## src/rtl/non_restoring_divider.sv

```systemverilog
// Purpose: 32-bit unsigned sequential divider, non-restoring algorithm, one quotient bit per clock.
// Latency: start -> done is 33 cycles (32 iterations plus one correction cycle); one divide per 34 cycles.
// Backpressure: none; a start seen while busy is dropped and the operation in flight is unaffected.
//
// Ports:
//   clk, rst_n          clock and asynchronous active-low reset
//   start, a, b         launch pulse with dividend and divisor; both operands are captured on the start edge
//   quation, remainder  registered results; they hold until the next divide completes
//   busy, done          busy covers the RUN and FIX states; done is a one-cycle pulse when the results update
module non_restoring_divider (
  input  logic        clk,
  input  logic        rst_n,
  input  logic        start,
  input  logic [31:0] a,
  input  logic [31:0] b,
  output logic [31:0] quation,
  output logic [31:0] remainder,
  output logic        busy,
  output logic        done
);

  typedef enum logic [1:0] {
    S_IDLE = 2'd0,
    S_RUN  = 2'd1,
    S_FIX  = 2'd2
  } state_t;

  state_t      state_q, state_d;
  logic [31:0] d_q, d_d;              // divisor
  logic [31:0] q_q, q_d;              // dividend shifting out / quotient shifting in
  logic [32:0] p_q, p_d;              // signed partial remainder
  logic [4:0]  cnt_q, cnt_d;
  logic [31:0] quation_q, quation_d;
  logic [31:0] remainder_q, remainder_d;
  logic        done_q, done_d;

  logic [32:0] p_shift;
  logic [32:0] p_new;
  logic [32:0] p_fix;

  // Datapath terms. P sign decides subtract vs add; 33 bits holds any 32-bit
  // operand pair without overflow.
  always_comb begin
    p_shift = {p_q[31:0], q_q[31]};
    p_new   = p_q[32] ? (p_shift + {1'b0, d_q}) : (p_shift - {1'b0, d_q});
    p_fix   = p_q[32] ? (p_q + {1'b0, d_q}) : p_q;
  end

  always_comb begin
    state_d     = state_q;
    d_d         = d_q;
    q_d         = q_q;
    p_d         = p_q;
    cnt_d       = cnt_q;
    quation_d   = quation_q;
    remainder_d = remainder_q;
    done_d      = 1'b0;

    case (state_q)
      S_IDLE: begin
        if (start) begin
          d_d     = b;
          q_d     = a;
          p_d     = 33'd0;
          cnt_d   = 5'd0;
          state_d = S_RUN;
        end
      end
      S_RUN: begin
        p_d   = p_new;
        q_d   = {q_q[30:0], ~p_new[32]};
        cnt_d = cnt_q + 5'd1;
        if (cnt_q == 5'd31) begin
          state_d = S_FIX;
        end
      end
      S_FIX: begin
        // Final restore of a negative remainder. With b=0 the remainder never
        // goes negative, so the result naturally becomes all-ones / a.
        p_d         = p_fix;
        quation_d   = q_q;
        remainder_d = p_fix[31:0];
        done_d      = 1'b1;
        state_d     = S_IDLE;
      end
      default: begin
        state_d = S_IDLE;
      end
    endcase
  end

  always_ff @(posedge clk or negedge rst_n) begin
    if (!rst_n) begin
      state_q     <= S_IDLE;
      d_q         <= 32'd0;
      q_q         <= 32'd0;
      p_q         <= 33'd0;
      cnt_q       <= 5'd0;
      quation_q   <= 32'd0;
      remainder_q <= 32'd0;
      done_q      <= 1'b0;
    end else begin
      state_q     <= state_d;
      d_q         <= d_d;
      q_q         <= q_d;
      p_q         <= p_d;
      cnt_q       <= cnt_d;
      quation_q   <= quation_d;
      remainder_q <= remainder_d;
      done_q      <= done_d;
    end
  end

  assign quation   = quation_q;
  assign remainder = remainder_q;
  assign done      = done_q;
  assign busy      = (state_q != S_IDLE);

endmodule

```

## config.mk

```make
export PLATFORM = sky130hd
export DESIGN_NAME = non_restoring_divider
export DESIGN_NICKNAME = d
export VERILOG_FILES = /design/src/rtl/non_restoring_divider.sv
export SDC_FILE = /design/constraint.sdc
export NUM_CORES = 1
export LEC_CHECK = 0
export ABC_AREA = 1
export CAP_MARGIN = 40
export CORE_ASPECT_RATIO = 2
export CORE_UTILIZATION = 50
export CTS_BUF_LIST = sky130_fd_sc_hd__clkbuf_8 sky130_fd_sc_hd__clkbuf_16
export CTS_CLUSTER_SIZE = 14
export DETAILED_ROUTE_END_ITERATION = 8
export PLACE_DENSITY = 0.77
export REMOVE_ABC_BUFFERS = 1
export SETUP_SLACK_MARGIN = 0.4
export SYNTH_ARGS = -nofsm -noshare
export SYNTH_HDL_FRONTEND = slang
export SYNTH_SLANG_ARGS = --single-unit
```

## constraint.sdc

```tcl
create_clock -name clk -period 2.95 [get_ports clk]
set_input_delay 0.295 -clock clk [delete_from_list [all_inputs] [get_ports clk]]
set_output_delay 0.295 -clock clk [all_outputs]
set_load 0.01 [all_outputs]
```

After elaboration in Yosys (flattened, before gate mapping)
Cells that the tools add are included.
{"block": "op_classes", "bitwise_logic": 1, "eq_ne": 5, "add_sub_neg": 4, "n_mux": 12, "reduce_logical": 8}
{"operator": "$mux 33", "count": 3}
{"operator": "$pmux 33 s3", "count": 1}
{"operator": "$add 33x32->33", "count": 2}
{"operator": "$pmux 32 s2", "count": 1}
{"operator": "$sub 33x32->33", "count": 1}
{"operator": "$mux 32", "count": 1}
{"operator": "$pmux 5 s2", "count": 1}
{"operator": "$reduce_and 2->1", "count": 4}
{"operator": "$add 5x1->5 const B", "count": 1}
{"operator": "$eq 5x5->1 const B", "count": 1}
{"operator": "$mux 5", "count": 1}
{"operator": "$mux 2", "count": 2}
{"operator": "$ne 2x2->1 const B", "count": 2}
{"operator": "$pmux 2 s2", "count": 1}
{"operator": "$reduce_bool 2->1", "count": 2}
{"operator": "$reduce_bool 3->1", "count": 1}
{"operator": "$eq 2x1->1 const B", "count": 1}
{"operator": "$eq 2x2->1 const B", "count": 1}
{"operator": "$logic_not 2->1", "count": 1}
{"operator": "$mux 1", "count": 1}
{"operator": "$not 1->1", "count": 1}
{"block": "word_totals", "output_inout_bits": 66, "elab_cells": 38, "inputBits": 67, "reg_bits": 169}

Logic depth before layout (Yosys ltp)
{"block": "logic_depth", "word_depth": 4, "mapped_depth": 25, "mapped_depth_nobuf": 25}

Least setup slack after synthesis
OpenSTA, ideal clock, no wires.
{"block": "synth_path", "kind": "register -> register", "startpoint": "register d_q[1]", "endpoint": "register p_q[30]", "setup_ns": 0.117, "arrival_ns": 2.657, "t_required_ns": 2.833, "slack_ns": 0.177, "stages_incl_launch_ff": 21, "n_path_buf": 0, "period_less_slack_ns": 2.773, "path_cell_list": "dfrtp_1 -> inv_1 -> ha_1 -> nand3_1 -> nor2_4 -> nand3_1 -> nand2_1 -> o21ai_0 -> xor2_1 -> ha_1 -> nand2_1 -> nor2_1 -> inv_1 -> nor3_1 -> nand2_2 -> nand2_1 -> nand2_1 -> nand3_1 -> nand2_1 -> nand2_1 -> nand2_1"}
{"block": "synth_via", "elab_chain_len": 3, "word_cells_on_any_way": 6, "classes_between": "3 x add/sub; 3 x mux"}
{"item": "start, declared", "line_no": "29", "rtl": "logic [31:0] d_q, d_d;"}
{"item": "start signal, assigned", "line_no": "95", "rtl": "d_q <= 32'd0;"}
{"item": "start signal, assigned", "line_no": "104", "rtl": "d_q <= d_d;"}
{"item": "$add 33x32->33, or another cell as far along", "line_no": "46", "rtl": "p_fix = p_q[32] ? (p_q + {1'b0, d_q}) : p_q;"}
{"item": "$mux 33, on equally long branches", "line_no": "46, 45"}
{"item": "$pmux 33 s3 *", "line_no": "59", "rtl": "case (state_q)"}
{"item": "end signal, assigned", "line_no": "106", "rtl": "p_q <= p_d;"}
{"item": "end, declared", "line_no": "31", "rtl": "logic [32:0] p_q, p_d;"}
Mark *: on every way between the ends. The rest lies on a longest branch, timed or not.
A chain may end at the register's enable or synchronous reset.

Worst setup path after layout
{"block": "layout_path", "startpoint": "register d_q[1]", "endpoint": "register p_q[31]"}
Same word-level chain as after synthesis.

==> qor.txt <==
status -> finished, violations left
failing checks -> negative setup slack
crit share post-route -> 1.09
Finished Layout Cells -> 2630
Mapped Cells -> 1972
final net count -> 2416
final worst slack -> -0.254 ns
post-route cell area -> 17700 um^2
CTS HTree Levels -> 4
Synth-to-Final Area Change -> 39.6%
Filler cells -> 2134
TritonRoute pass-1 iters -> 6
Core Area -> 24900 um^2
CP Launch Type -> flip-flop
Initial Util -> 0.507
layout cell share with drive strength beyond 1 -> 0.221
Hold Violations, Final -> 0
post-place instance area -> 15600 um^2
CP max FO -> 5
Post-synth ARST share -> 1.00
Fin Setup TNS -> -4.51 ns
Initial DRC Count -> 1075
clock latency on the worst-skew pair -> 0.46 ns
Slew headroom -> 0.485
clock skew -> 0.00975 ns
Pins Over Slew Limit -> 0
Critical Path AT -> 3.60 ns
LEAKAGE -> 9.27 nW
Critical Path RT -> 3.35 ns
Root Buffer -> clkbuf_16
drt drc -> 0
Power Density -> 1310 nW/um^2
Post-synth top cells -> 750 x nand2_1, 274 x inv_1, 180 x nor2_1, 169 x dfrtp_1, 136 x o21ai_0
first-pass GRT wire length -> 76800 um
Seq/Total Area, Yosys -> 0.334
fmax -> 312 MHz
EDFF count, synth -> 0
Sink Count -> 169
Post-DP HPWL -> 38000 um
RSZ-0062 raised after global routing -> true
Die Span X -> 114 um
Min Hold Slack -> 0.366 ns
Peak VDD IR -> 0.773 mV
GR Overflow Total -> 0
CTS Buf Count -> 17
Sequential cell area -> 4230 um^2
pre-CTS setup slack -> -0.372 ns
IO Pins -> 133
number of global-route vias before repair -> 14187
Synth cell types -> 41
die area -> 26000 um^2
row count -> 82
number of synthesis warnings -> 0
wire per inst -> 19.8 um
Worst Max-Slew Pin Slew -> 0.769 ns
post-synth top area share -> 0.334
Routed WL -> 52100 um
ranking of synthesized cells by area -> dfrtp_1 33%, nand2_1 22%, inv_1 8.1%
Clock transition at path regs -> 0.08 ns
Avg Cell Area, Syn -> 6.42 um^2
cell taking the most area after synthesis -> dfrtp_1
Top FF cell, synth -> dfrtp_1
PortBufs -> 132
Total Routing Usage GR -> 0.405
area of the multi-input gates -> 8300 um^2
total of max-cap violations -> 0
placed cell count -> 2565
largest net degree at the start of global routing -> 70
RePlAce Congestion -> 0.999
minimum clock period -> 3.20 ns
crit end category -> flip-flop
Vias per Instance -> 5.47
via count -> 14381
die height -> 227 um
most frequent cell after synthesis -> nand2_1
Synth Register Bits -> 169
initial antenna violation count -> 4
kind of critical path -> flip-flop to flip-flop
Max clock buf depth -> 2
final setup vio count -> 25
Min-Delay Path Class -> input port to flip-flop
post-route ant nets -> 0
CTS tree -> done
synthesized area -> 12700 um^2
==> worst paths after layout <==
check,cells after the start,start,end,slack (ns)
max,26,d_q[1],p_q[31],-0.25
min,3,b[23],d_q[23],0.37
max reg2reg,26,d_q[1],p_q[31],-0.25
min reg2reg,2,remainder[18],remainder[18],0.48
max in group asynchronous,3,rst_n,q_q[26],1.77
min in group asynchronous,2,rst_n,remainder[10],0.38
==> repair_timing <==
item	in CTS	in global routing
gates resized for setup	114	225
hold endpoints to repair	47	0
endpoints found under the setup margin	38	54
hold buffers	1	0
pin swaps	41	111
setup buffers	6	22
cloned	0	0
==> final cells by class <==
class | count | share of cell area
clock inverters | 15 | 0.00879
well taps | 336 | 0.0238
multi-input cells | 1471 | 0.470
diodes | 4 | 0.000567
clock buffers | 17 | 0.0241
repair buffers | 341 | 0.174
inverters | 277 | 0.0592
flip-flops and latches | 169 | 0.240
==> registers in the layout, summed over array words and instances (netlist names) <==
signal and flops:
remainder 32, d_q 32, cnt_q 5, q_q 32
p_q 33, quation 32, done 1, state_q 2
==> layer usage <==
| metal | share of wire | up-vias | track usage | wire length [um] |
|---|---|---|---|---|
| met2 | 0.49 | 619 | 0.678 | 25400 |
| met4 | 0.12 | 0 | 0.421 | 6060 |
| met3 | 0.069 | 278 | 0.106 | 3570 |
| li1 | - | 6807 | - | - |
| met1 | 0.33 | 6677 | 0.387 | 17000 |
| met5 | 0 | - | 0 | 0 |
==> worst max-delay path, stage by stage, from the launching register on <==
cell and delay [ns]:
dfrtp_1 0.42, inv_2 0.12, nand3_4 0.11, nor2_4 0.10, buf_6 0.14, nand4_1 0.11
inv_1 0.09, nand2_2 0.08, nor2_4 0.11, nand3_2 0.09, nand2_2 0.07, xor2_1 0.18
ha_1 0.31, buf_6 0.16, buf_6 0.12, nand2_8 0.08, nor2_4 0.04, buf_6 0.13
nand2_4 0.06, nand3_4 0.07, a21oi_2 0.15, nand2_1 0.07, nand2_1 0.06, nand3_1 0.06
nand2_1 0.09, nand2_1 0.05, nand2_1 0.07
==> kinds of logic (layout without fill, tap and decap cells) <==
kind of cell | Yosys count | in the layout | synth area share
AOI/OAI and AO/OA | 285 | 285 | 0.125
xor gates and xnor gates | 35 | 35 | 0.0242
adders and majority gates | 72 | 72 | 0.0724
buffers and inverters | 332 | 650 | 0.102
DFF | 169 | 169 | 0.334
other | 0 | 4 | 0
and+or+nand+nor | 1079 | 1079 | 0.342
==> placed cells by master (no fill, tap or decap), drive strengths merged, types with 14 or more instances in the layout <==
| cell type | n |
|---|---|
| buf | 209 |
| o211ai | 35 |
| ha | 70 |
| xor2 | 26 |
| o21ai | 143 |
| a21oi | 83 |
| nand2 | 761 |
| clkdlybuf4s50 | 131 |
| inv | 284 |
| nor2 | 185 |
| nand4 | 14 |
| dfrtp | 169 |
| nand3 | 97 |
| clkbuf | 17 |
==> power breakdown <==
group / leakage, nW / internal [mW] / switching (mW)
logic: 6.84 / 6.72 / 10.1
clock network: 0.276 / 1.13 / 1.14
registers: 2.16 / 3.28 / 0.734
total: 9.27 / 11.1 / 11.9
==> metrics by stage <==
| step | util | total power, mW |
|---|---|---|
| after global placement | 0.625 | 17.5 |
| after CTS | 0.666 | 20.9 |
| final | 0.708 | 23.1 |
| after floorplan | - | 11.4 |
| after global routing | 0.708 | 24.6 |
| after detailed placement | 0.627 | 17.8 |
(Power assumes the default switching activity.)
